## src/rtl/dice_roller.sv

```systemverilog
// Multi-die odometer roller: faces spin while roll is held, settle, then freeze.
// Publishes per-die faces, their sum, a doubles flag and a one-cycle result strobe.
module dice_roller #(
    parameter int NUM_DICE      = 2,
    parameter int FACE_MIN      = 1,
    parameter int FACE_MAX      = 6,
    parameter int FACE_W        = 3,
    parameter int SUM_W         = 4,
    parameter int SETTLE_CYCLES = 4
) (
    input  logic                         clk,
    input  logic                         reset_n,
    input  logic                         roll,
    input  logic                         clear,
    output logic [NUM_DICE*FACE_W-1:0]   faces,
    output logic [SUM_W-1:0]             sum,
    output logic                         doubles,
    output logic                         result_valid,
    output logic                         busy
);

    typedef enum logic [1:0] {IDLE, SPIN, SETTLE, DONE} state_t;

    localparam int CNT_W = (SETTLE_CYCLES > 1) ? $clog2(SETTLE_CYCLES) : 1;
    localparam logic [CNT_W-1:0] CNT_INIT =
        CNT_W'((SETTLE_CYCLES > 0) ? SETTLE_CYCLES - 1 : 0);
    localparam logic [FACE_W-1:0] FMIN = FACE_W'(FACE_MIN);
    localparam logic [FACE_W-1:0] FMAX = FACE_W'(FACE_MAX);

    state_t            state;
    logic [CNT_W-1:0]  cnt;
    logic [FACE_W-1:0] face_q  [NUM_DICE];
    logic [FACE_W-1:0] stepped [NUM_DICE];
    logic              carry;

    // Odometer step: a die moves only when every lower die sits at FACE_MAX.
    always_comb begin
        carry = 1'b1;
        for (int k = 0; k < NUM_DICE; k++) begin
            stepped[k] = face_q[k];
            if (carry) begin
                if (face_q[k] < FMIN || face_q[k] >= FMAX)
                    stepped[k] = FMIN;
                else
                    stepped[k] = face_q[k] + FACE_W'(1);
            end
            carry = carry && (face_q[k] == FMAX);
        end
    end

    always_comb begin
        sum     = '0;
        doubles = 1'b1;
        for (int k = 0; k < NUM_DICE; k++) begin
            sum = sum + SUM_W'(face_q[k]);
            if (face_q[k] != face_q[0])
                doubles = 1'b0;
        end
    end

    for (genvar k = 0; k < NUM_DICE; k++) begin : g_face
        assign faces[k*FACE_W +: FACE_W] = face_q[k];
    end

    always_ff @(posedge clk or negedge reset_n) begin
        if (!reset_n) begin
            state        <= IDLE;
            cnt          <= '0;
            result_valid <= 1'b0;
            busy         <= 1'b0;
            for (int k = 0; k < NUM_DICE; k++)
                face_q[k] <= FMIN;
        end else begin
            result_valid <= 1'b0;
            unique case (state)
                IDLE: begin
                    if (roll) begin
                        state <= SPIN;
                        busy  <= 1'b1;
                    end
                end
                SPIN: begin
                    face_q <= stepped;
                    if (!roll) begin
                        if (SETTLE_CYCLES == 0) begin
                            state        <= DONE;
                            result_valid <= 1'b1;
                            busy         <= 1'b0;
                        end else begin
                            state <= SETTLE;
                            cnt   <= CNT_INIT;
                        end
                    end
                end
                SETTLE: begin
                    face_q <= stepped;
                    if (roll) begin
                        state <= SPIN;
                    end else if (cnt == '0) begin
                        state        <= DONE;
                        result_valid <= 1'b1;
                        busy         <= 1'b0;
                    end else begin
                        cnt <= cnt - CNT_W'(1);
                    end
                end
                DONE: begin
                    // A new roll takes priority over clearing the last result.
                    if (roll) begin
                        state <= SPIN;
                        busy  <= 1'b1;
                    end else if (clear) begin
                        state <= IDLE;
                        for (int k = 0; k < NUM_DICE; k++)
                            face_q[k] <= FMIN;
                    end
                end
                default: begin
                    state <= IDLE;
                    busy  <= 1'b0;
                end
            endcase
        end
    end

endmodule

```

## config.mk

```make
export PLATFORM = sky130hd
export DESIGN_NAME = dice_roller
export DESIGN_NICKNAME = d
export VERILOG_FILES = /design/src/rtl/dice_roller.sv
export SDC_FILE = /design/constraint.sdc
export NUM_CORES = 1
export LEC_CHECK = 0
export BUFFER_PORTS_ARGS = -buffer_cell sky130_fd_sc_hd__buf_2
export CAP_MARGIN = 10
export CORE_UTILIZATION = 54
export CTS_BUF_LIST = sky130_fd_sc_hd__clkbuf_16
export DETAILED_ROUTE_END_ITERATION = 10
export PLACE_DENSITY = 0.78
export SYNTH_ARGS = -nofsm -noshare
export SYNTH_HDL_FRONTEND = slang
export SYNTH_SLANG_ARGS = --single-unit
export TNS_END_PERCENT = 5
```

## constraint.sdc

```tcl
create_clock -name clk -period 1.9 [get_ports clk]
set_input_delay 0.19 -clock clk [delete_from_list [all_inputs] [get_ports clk]]
set_output_delay 0.19 -clock clk [all_outputs]
set_load 0.01 [all_outputs]
```

==> results of run 1 <==
repair_timing:
action	CTS	global route
endpoints found under the setup margin	1	2
pin swaps	0	1
setup buffers	2	0
gates resized for setup	0	3
hold buffers	1	0
endpoints found under the hold margin	10	0
cell usage after synthesis (2+ instances only):
library cell | n | share of area
ha_1 | 13 | 0.18
inv_1 | 12 | 0.049
dfrtp_1 | 10 | 0.27
nor2_1 | 10 | 0.041
a21oi_1 | 8 | 0.043
nand2_1 | 7 | 0.028
o21ai_0 | 3 | 0.016
a21o_1 | 2 | 0.016
a31oi_1 | 2 | 0.014
dfstp_2 | 2 | 0.057
nand2b_1 | 2 | 0.014
nand3_1 | 2 | 0.011
nor3_1 | 2 | 0.011
o211ai_1 | 2 | 0.016
o31a_1 | 2 | 0.019
per-layer routing:
layer	up-vias	routed length (um)
met5	-	0
met4	0	53
met3	7	48
met2	15	973
met1	376	938
li1	380	-
worst reg2reg max path: cells and delay by family (launching register included):
kind                     cells  cell delay [ns]
AO/OA/AOI/OAI                3             0.83
adder cells (fa/ha/maj)      1             0.32
buffers and inverters        1             0.12
flip-flops                   1             0.41
registers in the layout, indices dropped and copies added, names as in the netlist:
name          cells
state             2
busy              1
cnt               2
faces             6
result_valid      1
worst max path at each step:
stage                                     from                    to  depth (start not counted)
after detailed placement  state[0]$_DFFE_PN0P_  faces[3]$_DFFE_PN1P_                          5
final                     faces[0]$_DFFE_PN1P_                sum[1]                          5
after floorplan           state[0]$_DFFE_PN0P_  faces[3]$_DFFE_PN1P_                          5
after CTS                 faces[0]$_DFFE_PN1P_                sum[2]                          5
after global placement    state[0]$_DFFE_PN0P_  faces[3]$_DFFE_PN1P_                          5
after global routing      faces[0]$_DFFE_PN1P_                sum[1]                          5
cells by family after synthesis:
kind of cell,share of synthesized area
and+or+nand+nor,0.1533
AOI/OAI and AO/OA,0.2334
buffers and inverters,0.06648
adders and majority gates,0.1981
DFF,0.3284
xor gates and xnor gates,0.009500
muxes,0.01086
cells in the final DEF (no fill, tap or decap), drive strengths merged:
| cell | count |
|---|---|
| a211o | 1 |
| a21boi | 2 |
| a21o | 2 |
| a21oi | 8 |
| a22o | 1 |
| a22oi | 1 |
| a31oi | 2 |
| and2b | 1 |
| buf | 19 |
| clkbuf | 3 |
| clkinv | 1 |
| dfrtp | 10 |
| dfstp | 2 |
| dlygate4sd3 | 1 |
| fa | 1 |
| ha | 13 |
| inv | 12 |
| mux2i | 1 |
| nand2 | 7 |
| nand2b | 3 |
| nand3 | 2 |
| nor2 | 10 |
| nor2b | 1 |
| nor3 | 2 |
| nor3b | 1 |
| o211ai | 2 |
| o21ai | 3 |
| o31a | 2 |
| o31ai | 1 |
| o41ai | 2 |
| or2b | 1 |
| xnor2 | 1 |
power by group:
part | leakage, nW | internal [mW] | switching (mW)
registers | 0.139 | 0.383 | 0.135
logic | 0.408 | 0.638 | 0.780
clock network | 0.0385 | 0.277 | 0.114
total | 0.586 | 1.30 | 1.03
area by class of cell:
class	count	share of cell area
multi-input cells	71	0.5061
flip-flops and latches	12	0.2674
repair buffers	20	0.09945
clock buffers	3	0.06630
inverters	12	0.03978
well taps	16	0.01768
clock inverters	1	0.003315
==> results.py, run 1 <==
metrics = {
    "run_status": {
        "status": "complete, no violations",
    },
    "placed_design": {
        "placed_area_um2": 1013,
        "preCtsSetupSlack_ns": 0.1719,
        "io_buffers": 16,
        "gp_congestion": 0.8184,
        "dp_hpwl_mm": 1.354,
        "place_inst": 128,
    },
    "worst_hold_path": {
        "min_from": "roll",
        "hp-class": "in2reg",
        "whs_endpoint": "busy$_DFFE_PN0P_",
        "hold-path-cell-count": 3,
    },
    "grt": {
        "grt_util_met3": 0.04681,
        "grt_pass1_wl_mm": 3.360,
        "antenna_found_initial": 0,
        "grt_pass1_vias": 774,
        "grt_util_all_layers": 0.2467,
        "grt_max_degree": 13,
        "top_usage_layer": "met2",
        "overflow": 0,
        "grtUsageMet1": 0.3120,
        "grt_use_met2": 0.4000,
    },
    "worst_setup_path": {
        "cp_top_family": "adder cells",
        "cp_num_buf_inv": 3,
        "max_stage_delay_ns": 0.56,
        "path_class": "reg2out",
        "r2r_cells": 5,
        "critPathCaptureType": "output port",
        "r2r_slack_ns": 0.14,
        "crit_chain": "ha_4, inv_1, fa_2, inv_1, buf_2",
        "arrival_ns": 1.66,
        "start_kind": "register",
        "r2r_start": "state[0]$_DFFE_PN0P_",
        "critPathMaxFanout": 2,
        "cpMostUsedCell": "inv_1",
        "required_ns": 1.71,
        "r2r-end": "faces[3]$_DFFE_PN1P_",
        "slowest_stage": "dfstp_2",
    },
    "timing": {
        "fin_tns_setup_ns": 0,
        "slew_headroom": 0.7388,
        "drv_slew": 0,
        "worst_pin_slew_ns": 0.3918,
        "layout_setup_ws_ns": 0.05344,
        "hold_viol": 0,
        "fin_crit_ns": 1.847,
        "fmax_mhz": 541.5,
        "clock_skew_ns": 0.001711,
        "hold_ws_ns": 0.3404,
        "setup_viol": 0,
        "min_period_over_period": 0.9719,
        "rsz0062_at_grt": "no",
    },
    "layout": {
        "insertedDiodeCount": 0,
        "fillCellCount": 113,
        "fin_cells": 135,
        "drive_gt1_frac": 0.2605,
        "multiInputGateArea_um2": 573.1,
        "area_growth_pct": 22.80,
        "design_area_um2": 1132,
        "layout.area.seq_um2": 302.8,
        "nNetsFinal": 138,
        "final_util": 0.7263,
    },
    "clock_tree": {
        "clk_latency_ns": 0.24,
        "clkSlewWorstSetupHoldPaths_ns": 0.04,
        "cts_buffers": 3,
        "cts-root-buf": "clkbuf_16",
        "clockBufferDepth": 2,
        "cts_htree_levels": 1,
        "cts_tree": "yes",
        "cts_sinks": 12,
    },
    "floorplan": {
        "core_area_um2": 1559,
        "die_w_um": 43.33,
        "die_area_um2": 1877,
        "start_util": 0.5915,
        "ios": 17,
        "die_height_um": 43.33,
        "num_rows": 14,
    },
    "synth": {
        "synth.distinct_cells": 33,
        "async_reset_ff_frac": 1.000,
        "ys_ff_latch": 12,
        "syn_nets": 115,
        "synth_edf_count": 0,
        "syn_inst": 97,
        "syn_area_um2": 922.1,
        "yosysWarnings": 0,
        "ys.flop_type": "dfrtp_1",
        "synth_area_per_cell_um2": 9.507,
        "ys_seq_area_frac": 0.3284,
    },
    "detailed_routing": {
        "routed_wl_mm": 2.013,
        "drtPass1Iterations": 4,
        "wl_per_cell_um": 14.91,
        "drt_iter0_markers": 7,
        "num_vias": 778,
        "drc": 0,
        "vias_per_cell": 5.763,
        "drtAntennaViolNets": 0,
    },
    "power_and_ir_drop": {
        "total_power_mw": 2.327,
        "leakagePower_nw": 0.5857,
        "p_per_area_nw_per_um2": 2055,
        "ir_drop_v": 0.001399,
    },
    "run": {
        "cap_violations": 0,
    },
}
Power figures use the tool's default switching activity.
==> run 2: changes to the inputs <==
Settings changed: PLACE_DENSITY 0.78 to not set, PLACE_DENSITY_LB_ADDON set to 0.08.
==> results.py, run 2 (synthesis gave the netlist of run 1 again) <==
metrics = {
    "power_and_ir_drop": {
        "total_power_mw": 2.285,
        "p_seq_frac": 0.223,
        "swShare": 0.4402,
        "power_switching_mw": 1.006,
        "intPower_mw": 1.279,
        "ir_drop_v": 0.001187,
        "p_per_area_nw_per_um2": 2041,
        "power_frac_comb": 0.603,
        "leakagePower_nw": 0.5839,
        "p_clk_frac": 0.174,
    },
    "layout": {
        "insertedDiodeCount": 0,
        "largest_reg_flops": 6,
        "final_common_cell": "buf_2",
        "layout.area.seq_um2": 302.8,
        "fin_cells": 135,
        "area_growth_pct": 21.44,
        "layout_common_cells": "buf_2, inv_1, ha_1",
        "fillCellCount": 123,
        "multiInputGateArea_um2": 560.5,
        "drive_gt1_frac": 0.2521,
        "nNetsFinal": 138,
    },
    "grt": {
        "grt_max_degree": 13,
        "overflow": 0,
        "grt_pass1_wl_mm": 3.422,
        "antenna_found_initial": 0,
        "grt_pass1_vias": 769,
        "grt_util_all_layers": 0.2471,
    },
    "detailed_routing": {
        "wl_per_cell_um": 14.86,
        "drtPass1Iterations": 7,
        "drc": 2,
        "drtAntennaViolNets": 0,
        "num_vias": 767,
        "drt_iter0_markers": 16,
        "vias_per_cell": 5.681,
        "routed_wl_mm": 2.006,
    },
    "worst_setup_path": {
        "cp_num_buf_inv": 2,
        "slowest_stage": "dfstp_2",
        "critPathCaptureType": "output port",
        "arrival_ns": 1.66,
        "critPathMaxFanout": 2,
        "required_ns": 1.71,
        "crit_chain": "ha_2, inv_1, fa_1, xnor2_1, buf_2",
        "start_kind": "register",
        "path_class": "reg2out",
        "cp_top_family": "adder cells",
        "max_stage_delay_ns": 0.54,
    },
    "run_status": {
        "violations": "DRC",
        "status": "finished with violations",
    },
    "clock_tree": {
        "clk_latency_ns": 0.24,
        "cts_htree_levels": 1,
        "cts_buffers": 3,
        "clockBufferDepth": 2,
        "cts_sinks": 12,
        "cts-root-buf": "clkbuf_16",
        "clkSlewWorstSetupHoldPaths_ns": 0.04,
        "cts_tree": "yes",
    },
    "placed_design": {
        "dp_hpwl_mm": 1.451,
        "io_buffers": 16,
        "place_inst": 128,
        "gp_congestion": 0.7900,
    },
    "floorplan": {
        "ios": 17,
        "die_area_um2": 1877,
        "die_height_um": 43.33,
        "start_util": 0.5915,
        "die_w_um": 43.33,
        "core_area_um2": 1559,
        "num_rows": 14,
    },
    "timing": {
        "slew_headroom": 0.7502,
        "fin_crit_ns": 1.855,
        "hold_viol": 0,
        "clock_skew_ns": 0.002208,
        "rsz0062_at_grt": "yes",
        "worst_pin_slew_ns": 0.3747,
        "min_period_over_period": 0.9762,
        "drv_slew": 0,
        "fmax_mhz": 539.2,
        "setup_viol": 0,
    },
    "run": {
        "cap_violations": 0,
    },
    "worst_hold_path": {
        "hp-class": "in2reg",
    },
}
[run 2: final cells by class]
cell class                      count  area share
Tap cell                           16     0.01788
Multi-Input combinational cell     71      0.5006
Timing Repair Buffer               20      0.1006
Clock buffer                        3     0.06704
Sequential cell                    12      0.2704
Clock inverter                      1    0.003352
Inverter                           12     0.04022
[run 2: worst register-to-register path, cell delays in order, from the launching register on]
cell and delay, ns:
dfrtp_1 0.40, inv_1 0.11, ha_1 0.33, a21boi_0 0.16, a211o_4 0.37, o31a_1 0.30
[run 2: power by group through the flow]
stage	clock network (mW)	registers, mW	logic [mW]
after global placement	0	0.528	1.25
after CTS	0.397	0.512	1.38
final	0.397	0.509	1.38
after floorplan	0	0.532	0.927
after global routing	0.402	0.523	1.54
after detailed placement	0	0.539	1.30
[run 2: final timing paths]
path / start / endpoint / slack (ns) / depth (start not counted)
max in group asynchronous: reset_n / faces[3]$_DFFE_PN1P_ / 1.26 / 2
min in group asynchronous: reset_n / faces[5]$_DFFE_PN0P_ / 0.36 / 2
min: roll / busy$_DFFE_PN0P_ / 0.35 / 3
max reg2reg: state[0]$_DFFE_PN0P_ / faces[3]$_DFFE_PN1P_ / 0.15 / 5
min reg2reg: cnt[1]$_DFFE_PN0P_ / cnt[1]$_DFFE_PN0P_ / 0.54 / 2
max: faces[3]$_DFFE_PN1P_ / sum[2] / 0.05 / 5
[run 2: what timing repair did]
action,in CTS,in global routing
hold buffers,1,0
resized for setup,0,1
setup buffers,2,0
endpoints found under the setup margin,2,1
endpoints found under the hold margin,10,0
[run 2: layer usage]
metal	vias up	share of wire	GRT usage	wire length (um)
met3	3	0.029	0.03830	58
met1	361	0.47	0.3289	939
li1	383	-	-	-
met5	-	0	0	0
met2	20	0.49	0.4121	985
met4	0	0.010	0.07500	21
[run 2: stage by stage]
step | hold slack [ns] | instance area [um^2] | setup slack [ns] | TNS (ns) | util
after floorplan | -0.1056 | 922.1 | 0.2683 | 0 | -
after global placement | 0.08809 | 1013 | 0.2204 | 0 | 0.6501
after detailed placement | 0.08646 | 1013 | 0.1670 | 0 | 0.6501
after CTS | 0.3491 | 1117 | 0.04145 | 0 | 0.7167
after global routing | 0.3824 | 1120 | -0.02333 | -0.02333 | 0.7183
final | 0.3464 | 1120 | 0.04525 | 0 | 0.7183
==> run 3: changes to the inputs <==
Settings changed: SLEW_MARGIN set to 20.
Clock period 1.9 ns to 2.05 ns, I/O delays scaled along.
==> results.py, run 3 (synthesis gave the netlist of run 1 again) <==
metrics = {
    "run_status": {
        "status": "finished with violations",
        "violations": "DRC",
    },
    "clock_tree": {
        "clk_latency_ns": 0.24,
        "clockBufferDepth": 2,
        "cts_buffers": 3,
        "clkSlewWorstSetupHoldPaths_ns": 0.04,
        "cts_htree_levels": 1,
        "postCtsSetupRepairBufs": 0,
        "cts_sinks": 12,
        "cts-root-buf": "clkbuf_16",
        "cts_tree": "yes",
    },
    "power_and_ir_drop": {
        "leakagePower_nw": 0.5708,
        "p_per_area_nw_per_um2": 1870,
        "total_power_mw": 2.047,
        "ir_drop_v": 0.001145,
    },
    "floorplan": {
        "ios": 17,
        "start_util": 0.5915,
        "die_area_um2": 1877,
        "core_area_um2": 1559,
        "die_height_um": 43.33,
        "num_rows": 14,
        "die_w_um": 43.33,
    },
    "layout": {
        "largest_reg_flops": 6,
        "layout_common_cells": "buf_2, ha_1, inv_1",
        "nNetsFinal": 135,
        "insertedDiodeCount": 0,
        "final_common_cell": "buf_2",
        "area_growth_pct": 18.72,
        "drive_gt1_frac": 0.2241,
        "fin_cells": 132,
    },
    "grt": {
        "grt_pass1_wl_mm": 2.939,
        "antenna_found_initial": 0,
        "grt_max_degree": 13,
        "grt_pass1_vias": 672,
        "overflow": 0,
        "grt_util_all_layers": 0.2141,
    },
    "placed_design": {
        "place_inst": 127,
        "gp_congestion": 0.7813,
        "io_buffers": 16,
        "dp_hpwl_mm": 1.254,
    },
    "timing": {
        "fin_tns_setup_ns": 0,
        "clock_skew_ns": 0.001700,
        "drv_slew": 0,
        "min_period_over_period": 0.9516,
        "setup_viol": 0,
        "fmax_mhz": 512.6,
        "worst_pin_slew_ns": 0.3856,
        "slew_headroom": 0.7429,
        "hold_viol": 0,
        "fin_crit_ns": 1.951,
        "rsz0062_at_grt": "no",
    },
    "worst_setup_path": {
        "start_kind": "register",
        "r2r_cells": 6,
        "required_ns": 1.85,
        "path_class": "reg2out",
        "critPathCaptureType": "output port",
        "max_stage_delay_ns": 0.60,
        "r2r_slack_ns": 0.26,
        "arrival_ns": 1.75,
        "slowest_stage": "dfstp_2",
        "crit_chain": "ha_1, inv_1, fa_1, xnor2_1, buf_2",
        "critPathMaxFanout": 8,
        "r2r_start": "state[0]$_DFFE_PN0P_",
        "r2r-end": "state[0]$_DFFE_PN0P_",
    },
    "detailed_routing": {
        "wl_per_cell_um": 13.17,
        "drtPass1Iterations": 7,
        "num_vias": 723,
        "routed_wl_mm": 1.739,
        "vias_per_cell": 5.477,
        "drt_iter0_markers": 16,
        "drtAntennaViolNets": 0,
        "drc": 2,
    },
    "worst_hold_path": {
        "hold-path-cell-count": 3,
        "whs_endpoint": "busy$_DFFE_PN0P_",
        "hp-class": "in2reg",
        "min_from": "roll",
    },
    "run": {
        "cap_violations": 0,
    },
}
[run 3: changes by cell type in the layout (fill, tap and decap cells not counted)]
cell   before  now
ha_2        1    0
ha_1       12   13
buf_4       3    0
[run 3: worst max path at each step]
stage,from,to,slack (ns)
after global placement,state[0]$_DFFE_PN0P_,state[0]$_DFFE_PN0P_,0.35
final,faces[0]$_DFFE_PN1P_,sum[2],0.1
after detailed placement,state[0]$_DFFE_PN0P_,state[0]$_DFFE_PN0P_,0.31
after global routing,faces[0]$_DFFE_PN1P_,sum[2],0.01
after floorplan,faces[0]$_DFFE_PN1P_,sum[2],0.41
after CTS,faces[0]$_DFFE_PN1P_,sum[2],0.1
[run 3: cell type report]
class,instances,area [um^2]
clock inverters,1,3.754
fillers,117,464.2
inverters,12,45.04
multi-input cells,71,558.0
flip-flops and latches,12,302.8
clock buffers,3,75.07
well taps,16,20.02
repair buffers,17,90.09
[run 3: stage by stage]
step	area [um^2]	util	worst slack, ns	hold WS [ns]
5_1_grt	1095	0.7022	0.009609	0.3836
6_report	1095	0.7022	0.09920	0.3564
3_5_place_dp	1006	0.6453	0.3121	0.09680
3_3_place_gp	1006	0.6453	0.3518	0.09401
2_1_floorplan	922.1	-	0.4085	-0.09059
4_1_cts	1095	0.7022	0.09635	0.3537
[run 3: timing repair]
action                     4_1_cts  5_1_grt
hold endpoints to repair        10        0
setup endpoints to repair        0        0
hold buffers                     1        0
resized for setup                0        0
[run 3: layer usage]
| metal | up-vias | GRT usage | part of all wire |
|---|---|---|---|
| met5 | - | 0 | 0 |
| met4 | 0 | 0.05625 | 0.013 |
| met3 | 4 | 0.05106 | 0.028 |
| met2 | 13 | 0.3091 | 0.43 |
| met1 | 334 | 0.3200 | 0.53 |
| li1 | 372 | - | - |
[run 3: critical path, delay by kind of cell (launching register included)]
| family | cells | cell delay, ns |
|---|---|---|
| xor+xnor | 1 | 0.15 |
| buf+inv | 2 | 0.19 |
| flops | 1 | 0.60 |
| fa+ha+maj | 2 | 0.56 |
[run 3: where the power goes]
group | total [mW] | switching (mW) | internal, mW
combinational | 1.19 | 0.654 | 0.536
sequential | 0.497 | 0.141 | 0.356
clock | 0.361 | 0.104 | 0.257
total | 2.05 | 0.899 | 1.15
